## src/rtl/regfile_pkg.sv

```systemverilog
// Shared definitions for the 32-entry integer register file and the blocks around it.
//   REG_NUM    : number of architectural integer registers
//   REG_AW     : register address width
//   reg_addr_t : register address type
//   ZERO_REG   : hard-wired zero register address (x0)
package regfile_pkg;

    localparam int unsigned REG_NUM = 32;
    localparam int unsigned REG_AW  = 5;

    typedef logic [REG_AW-1:0] reg_addr_t;

    localparam reg_addr_t ZERO_REG = 5'd0;

endpackage

```

## src/rtl/sb_counter.sv

```systemverilog
// Saturating up/down counter for one register's pending-write count.
// Ports:
//   clk_i, rst_ni : clock, asynchronous active-low reset
//   clr_i         : synchronous clear, overrides inc/dec
//   inc_i, dec_i  : count up / down; both together leave the count unchanged
//   cnt_o         : current count
//   is_zero_o     : count == 0
//   is_max_o      : count == 2^CNT_W - 1
module sb_counter #(
    parameter int unsigned CNT_W = 2
) (
    input  logic             clk_i,
    input  logic             rst_ni,
    input  logic             clr_i,
    input  logic             inc_i,
    input  logic             dec_i,
    output logic [CNT_W-1:0] cnt_o,
    output logic             is_zero_o,
    output logic             is_max_o
);

    localparam logic [CNT_W-1:0] MaxVal = '1;

    logic [CNT_W-1:0] cnt_q, cnt_d;

    assign is_zero_o = (cnt_q == '0);
    assign is_max_o  = (cnt_q == MaxVal);
    assign cnt_o     = cnt_q;

    // Saturate at both ends so a stray inc/dec can never wrap the count.
    always_comb begin
        cnt_d = cnt_q;
        if (clr_i) begin
            cnt_d = '0;
        end else if (inc_i && !dec_i && !is_max_o) begin
            cnt_d = cnt_q + CNT_W'(1);
        end else if (dec_i && !inc_i && !is_zero_o) begin
            cnt_d = cnt_q - CNT_W'(1);
        end
    end

    always_ff @(posedge clk_i or negedge rst_ni) begin
        if (!rst_ni) begin
            cnt_q <= '0;
        end else begin
            cnt_q <= cnt_d;
        end
    end

endmodule

```

## src/rtl/reg_scoreboard.sv

```systemverilog
// Write-pending scoreboard for the integer register file. Counts in-flight writes per
// destination register between issue and writeback and stalls ID on a RAW hazard or when
// a destination's counter is saturated.
// Ports:
//   dclk, rst_n            : clock, asynchronous active-low reset
//   issue_valid_i/we_i/rd_i: instruction presented by ID and its destination
//   rs1_re_i/addr_i        : source 1 read enable / address
//   rs2_re_i/addr_i        : source 2 read enable / address
//   wb_we_i/addr_i         : writeback of a register this cycle
//   flush_i                : drop every pending entry
//   stall_ID_o             : combinational; ID holds and the issue is not accepted
//   inflight_o             : registered total of pending writes
//   err_o                  : registered, sticky; writeback to a register with nothing pending
module reg_scoreboard
    import regfile_pkg::*;
#(
    parameter int unsigned CNT_W = 2
) (
    input  logic       dclk,
    input  logic       rst_n,
    input  logic       issue_valid_i,
    input  logic       issue_we_i,
    input  logic [4:0] issue_rd_i,
    input  logic       rs1_re_i,
    input  logic [4:0] rs1_addr_i,
    input  logic       rs2_re_i,
    input  logic [4:0] rs2_addr_i,
    input  logic       wb_we_i,
    input  logic [4:0] wb_addr_i,
    input  logic       flush_i,
    output logic       stall_ID_o,
    output logic [6:0] inflight_o,
    output logic       err_o
);

    logic [REG_NUM-1:0] inc_vec;
    logic [REG_NUM-1:0] dec_vec;
    logic [REG_NUM-1:0] is_zero;
    logic [REG_NUM-1:0] is_max;
    logic [CNT_W-1:0]   cnt [REG_NUM];

    logic haz_rs1, haz_rs2, haz_full;
    logic accept, inc_any, dec_any, err_set;

    logic [6:0] inflight_q, inflight_d;
    logic       err_q, err_d;

    // x0 has no storage: always zero, never full.
    assign cnt[0]     = '0;
    assign is_zero[0] = 1'b1;
    assign is_max[0]  = 1'b0;
    assign inc_vec[0] = 1'b0;
    assign dec_vec[0] = 1'b0;

    for (genvar r = 1; r < REG_NUM; r++) begin : g_cnt
        assign inc_vec[r] = inc_any && (issue_rd_i == reg_addr_t'(r));
        assign dec_vec[r] = dec_any && (wb_addr_i == reg_addr_t'(r));

        sb_counter #(
            .CNT_W (CNT_W)
        ) u_cnt (
            .clk_i     (dclk),
            .rst_ni    (rst_n),
            .clr_i     (flush_i),
            .inc_i     (inc_vec[r]),
            .dec_i     (dec_vec[r]),
            .cnt_o     (cnt[r]),
            .is_zero_o (is_zero[r]),
            .is_max_o  (is_max[r])
        );
    end

    // No writeback bypass: the register file read is registered, so a register stays
    // hazardous through its own writeback cycle.
    assign haz_rs1 = rs1_re_i && (rs1_addr_i != ZERO_REG) && !is_zero[rs1_addr_i];
    assign haz_rs2 = rs2_re_i && (rs2_addr_i != ZERO_REG) && !is_zero[rs2_addr_i];

    // A saturated destination may still issue if the same register is retiring one now.
    assign haz_full = issue_valid_i && issue_we_i && (issue_rd_i != ZERO_REG)
                      && is_max[issue_rd_i] && !(wb_we_i && (wb_addr_i == issue_rd_i));

    assign stall_ID_o = issue_valid_i && (haz_rs1 || haz_rs2 || haz_full);
    assign accept     = issue_valid_i && !stall_ID_o;

    assign inc_any = accept && issue_we_i && (issue_rd_i != ZERO_REG);
    assign dec_any = wb_we_i && (wb_addr_i != ZERO_REG) && !is_zero[wb_addr_i];
    assign err_set = wb_we_i && (wb_addr_i != ZERO_REG) && is_zero[wb_addr_i];

    always_comb begin
        inflight_d = inflight_q + {6'b0, inc_any} - {6'b0, dec_any};
        if (flush_i) begin
            inflight_d = '0;
        end
        // The error check is independent of flush.
        err_d = err_q || err_set;
    end

    always_ff @(posedge dclk or negedge rst_n) begin
        if (!rst_n) begin
            inflight_q <= '0;
            err_q      <= 1'b0;
        end else begin
            inflight_q <= inflight_d;
            err_q      <= err_d;
        end
    end

    assign inflight_o = inflight_q;
    assign err_o      = err_q;

endmodule

```

## config.mk

```make
export PLATFORM = sky130hd
export DESIGN_NAME = reg_scoreboard
export DESIGN_NICKNAME = d
export VERILOG_FILES = /design/src/rtl/regfile_pkg.sv /design/src/rtl/sb_counter.sv /design/src/rtl/reg_scoreboard.sv
export SDC_FILE = /design/constraint.sdc
export NUM_CORES = 1
export LEC_CHECK = 0
export ABC_AREA = 0
export ABC_CLOCK_PERIOD_IN_PS = 3700
export CAP_MARGIN = 5
export CORE_MARGIN = 2
export CORE_UTILIZATION = 37
export DETAILED_ROUTE_END_ITERATION = 7
export GPL_ROUTABILITY_DRIVEN = 0
export PLACE_DENSITY = 0.64
export SLEW_MARGIN = 0
export SYNTH_ARGS = -nofsm -noshare
export SYNTH_HDL_FRONTEND = slang
export SYNTH_SLANG_ARGS = --single-unit
```

## constraint.sdc

```tcl
create_clock -name dclk -period 3.7 [get_ports dclk]
set_input_delay 0.37 -clock dclk [delete_from_list [all_inputs] [get_ports dclk]]
set_output_delay 0.37 -clock dclk [all_outputs]
set_load 0.01 [all_outputs]
```

==> metrics.cfg <==
[timing]
skew_ns=0.00942
hold_viol_final=0
drv_slew=0
min_period_ns=3.60
worst_pin_slew_ns=0.949
fmax_ghz=0.278
final.setup.worst_slack_ns=0.0992
maxSlewHeadroom_pct=36.7
rsz0062_at_grt=yes
setup_viol_count_final=0
fin_crit_sh_pct=97.3

[pwr]
powerDensity_nw_per_um2=339
peakVddDrop_mv=0.214
p_leak_nw=3.17

[placed_design]
dpl_cell_area_um2=6930
port_buffers=36
dp_cells=977
dp_hpwl_mm=15.1
pre_cts_slack_ns=-0.531

[final_layout]
final_cells=1010
utilization_pct=50.4
syn2layout_area_growth_pct=32.8
nNetsFinal=853
finalInstanceArea_um2=7670
final_layout_size_suffix_gt1_share_pct=26.3
fillers=1383
n_antenna_cell=0

[logic_synthesis]
ys_seq_elements=70
syn_area_per_cell_um2=8.31
synth.area.top_cells=dfrtp_1 30%, mux4_2 6.2%, xnor2_1 6.2%
synth_enable_flop_cells=0
synth_top_area_cell=dfrtp_1
synth_seq_area_share_pct=30.3
synth.net_count=731
synthFlopType=dfrtp_1
synth_top_cell_area_share_pct=30.3
ys_types=67
async_flop_share_pct=100
synth_area_um2=5770
yosys_warnings=0
netlist_instances=695

[routing]
first_pass_iters=5
routed_via_density=6.23
drtIter0Drc=765
wl_per_cell_um=20.7
ant_nets=0
drc=0
vias=6289
drt-total-wl_mm=20.9

[job]
cap_violations=0

[die]
ios=37
chipWidth_um=129
core_area_um2=15200
die_h_um=129
initial_core_util_pct=38.0
num_rows=45
die_area_um2=16600

[global_route]
grt_pass1_vias=6024
grt_use_total_pct=25.5
grt_start_max_net_pins=71
overflow=0
antenna_found_initial=0
grt_pass1_wl_mm=32.7

[critical_path]
crit_path_max_fanout=4
required_ns=3.90
crit_arrival_ns=3.80
crit_type=flop to flop
critPathLaunchType=flop
end_kind=flop

[clock_tree]
root_buffer=clkbuf_16
tritoncts=done
cts_buffer_depth=2
clkTransAtPathRegs_ns=0.06
clk_latency_ns=0.34
cts_buffers=9
cts_sinks=70
ctsHoldBuffers=0
htree_levels=3

[worst_hold_path]
hold_class=input pin to async pin

[outcome]
status=finished, final reports clean

timing repair:
action / CTS / global route
buffers inserted: 6 / 11
endpoints found under the setup margin: 4 / 5
gates cloned: 0 / 1
pin swaps: 7 / 25
resized for setup: 23 / 58
layer usage:
| layer | up-vias | wire, µm | GRT usage (%) |
|---|---|---|---|
| met5 | - | 0 | 0 |
| met3 | 48 | 1920 | 3.53 |
| met4 | 0 | 637 | 9.72 |
| met2 | 359 | 9490 | 39.4 |
| met1 | 3083 | 8840 | 36.3 |
| li1 | 2799 | - | - |
synthesized netlist by cell type, drive strengths merged (5+ instances only):
cell type and n:
nor2b 24, a211oi 6, o2111ai 12, o211ai 11, nand2 50, nand4 26, o21ai 33, clkbuf 21
and3 12, nor3 30, a31oi 12, and2 23, nand3 30, mux4 16, xor2 21, dfrtp 70
inv 17, nor4 9, a22oi 6, nand2b 9, ha 7, nor2 81, xnor2 41, a21oi 41
o21bai 5, buf 23
worst paths after layout:
kind | slack, ns | depth (start not counted) | endpoint | from
max | 0.1 | 17 | inflight_o[5]$_DFF_PN0_ | g_cnt[15].u_cnt.cnt_o[1]$_DFFE_PN0P_
min | 0.18 | 1 | g_cnt[27].u_cnt.cnt_o[0]$_DFFE_PN0P_ | rst_n
max reg2reg | 0.1 | 17 | inflight_o[5]$_DFF_PN0_ | g_cnt[15].u_cnt.cnt_o[1]$_DFFE_PN0P_
min reg2reg | 0.49 | 1 | err_o$_DFF_PN0_ | err_o$_DFF_PN0_
max in group asynchronous | 2.84 | 1 | g_cnt[6].u_cnt.cnt_o[0]$_DFFE_PN0P_ | rst_n
min in group dclk | 0.49 | 1 | err_o$_DFF_PN0_ | err_o$_DFF_PN0_
layout make-up:
class / instances / area, µm² / area share [%]
multi-input cells: 564 / 3960 / 51.7
flip-flops and latches: 70 / 1750 / 22.9
repair buffers: 155 / 1290 / 16.8
clock buffers: 11 / 253 / 3.30
well taps: 188 / 235 / 3.07
clock inverters: 5 / 105 / 1.37
inverters: 17 / 68.8 / 0.898
critical path, stage by stage (launching register included):
cell and delay, ns:
dfrtp_1 0.40, nor2_1 0.39, a31oi_1 0.16, a22oi_1 0.24, o32ai_2 0.17, nor4_4 0.30
and3_4 0.24, nand2_4 0.06, ha_4 0.26, inv_2 0.04, ha_4 0.15, buf_4 0.12
a21o_1 0.17, a21o_1 0.19, a21o_1 0.18, a21oi_1 0.18, xor2_1 0.17, nor2_1 0.05
logic make-up after synthesis:
| group | after synthesis | synth area share, % |
|---|---|---|
| simple gates | 314 | 28.4 |
| flops | 70 | 30.3 |
| compound gates | 162 | 18.6 |
| mux | 18 | 6.61 |
| xor+xnor | 62 | 9.41 |
| buf+inv | 61 | 4.79 |
| fa+ha+maj | 8 | 1.86 |
registers in the layout, indices dropped and copies added, names as in the netlist:
signal / count
err_o: 1
g_cnt.u_cnt.cnt_o: 62
inflight_o: 7
layout by cell type, fill, tap and decap left out, types with 4 or more instances in the layout:
master and n:
nand2_1 49, ha_1 5, nand3_1 30, clkbuf_16 9, nor2_1 69, mux4_2 16
and3_1 10, a21oi_1 38, and2_1 23, a21o_1 4, o21bai_1 5, o211ai_1 11
o21ai_0 32, a22oi_1 6, a211oi_1 6, a31oi_1 12, xor2_1 21, xnor2_1 39
dfrtp_1 68, clkdlybuf4s50_1 20, nor2b_1 21, nor4_1 6, o2111ai_1 12, a211o_1 4
buf_4 112, nand2b_1 9, nand4_1 26, inv_1 11, nor2_2 9, inv_2 4
nor3_1 25, dlymetal6s2s_1 9, nor3_2 4, buf_6 7
per-stage QoR:
step / total power, W / hold WS, ns / setup TNS [ns]
6_report: 0.00260 / 0.184 / 0
5_1_grt: 0.00270 / 0.252 / -0.0774
4_1_cts: 0.00256 / 0.214 / 0
3_5_place_dp: 0.00148 / 0.479 / -1.62
3_3_place_gp: 0.00146 / 0.481 / -1.07
2_1_floorplan: 0.00120 / 0.0744 / -0.000247
where the power goes:
part           total [W]  switching (W)  internal, W
combinational   0.000732       0.000375     0.000358
clock            0.00105       0.000354     0.000696
sequential      0.000820      0.0000261     0.000794
(Power assumes the default switching activity.)
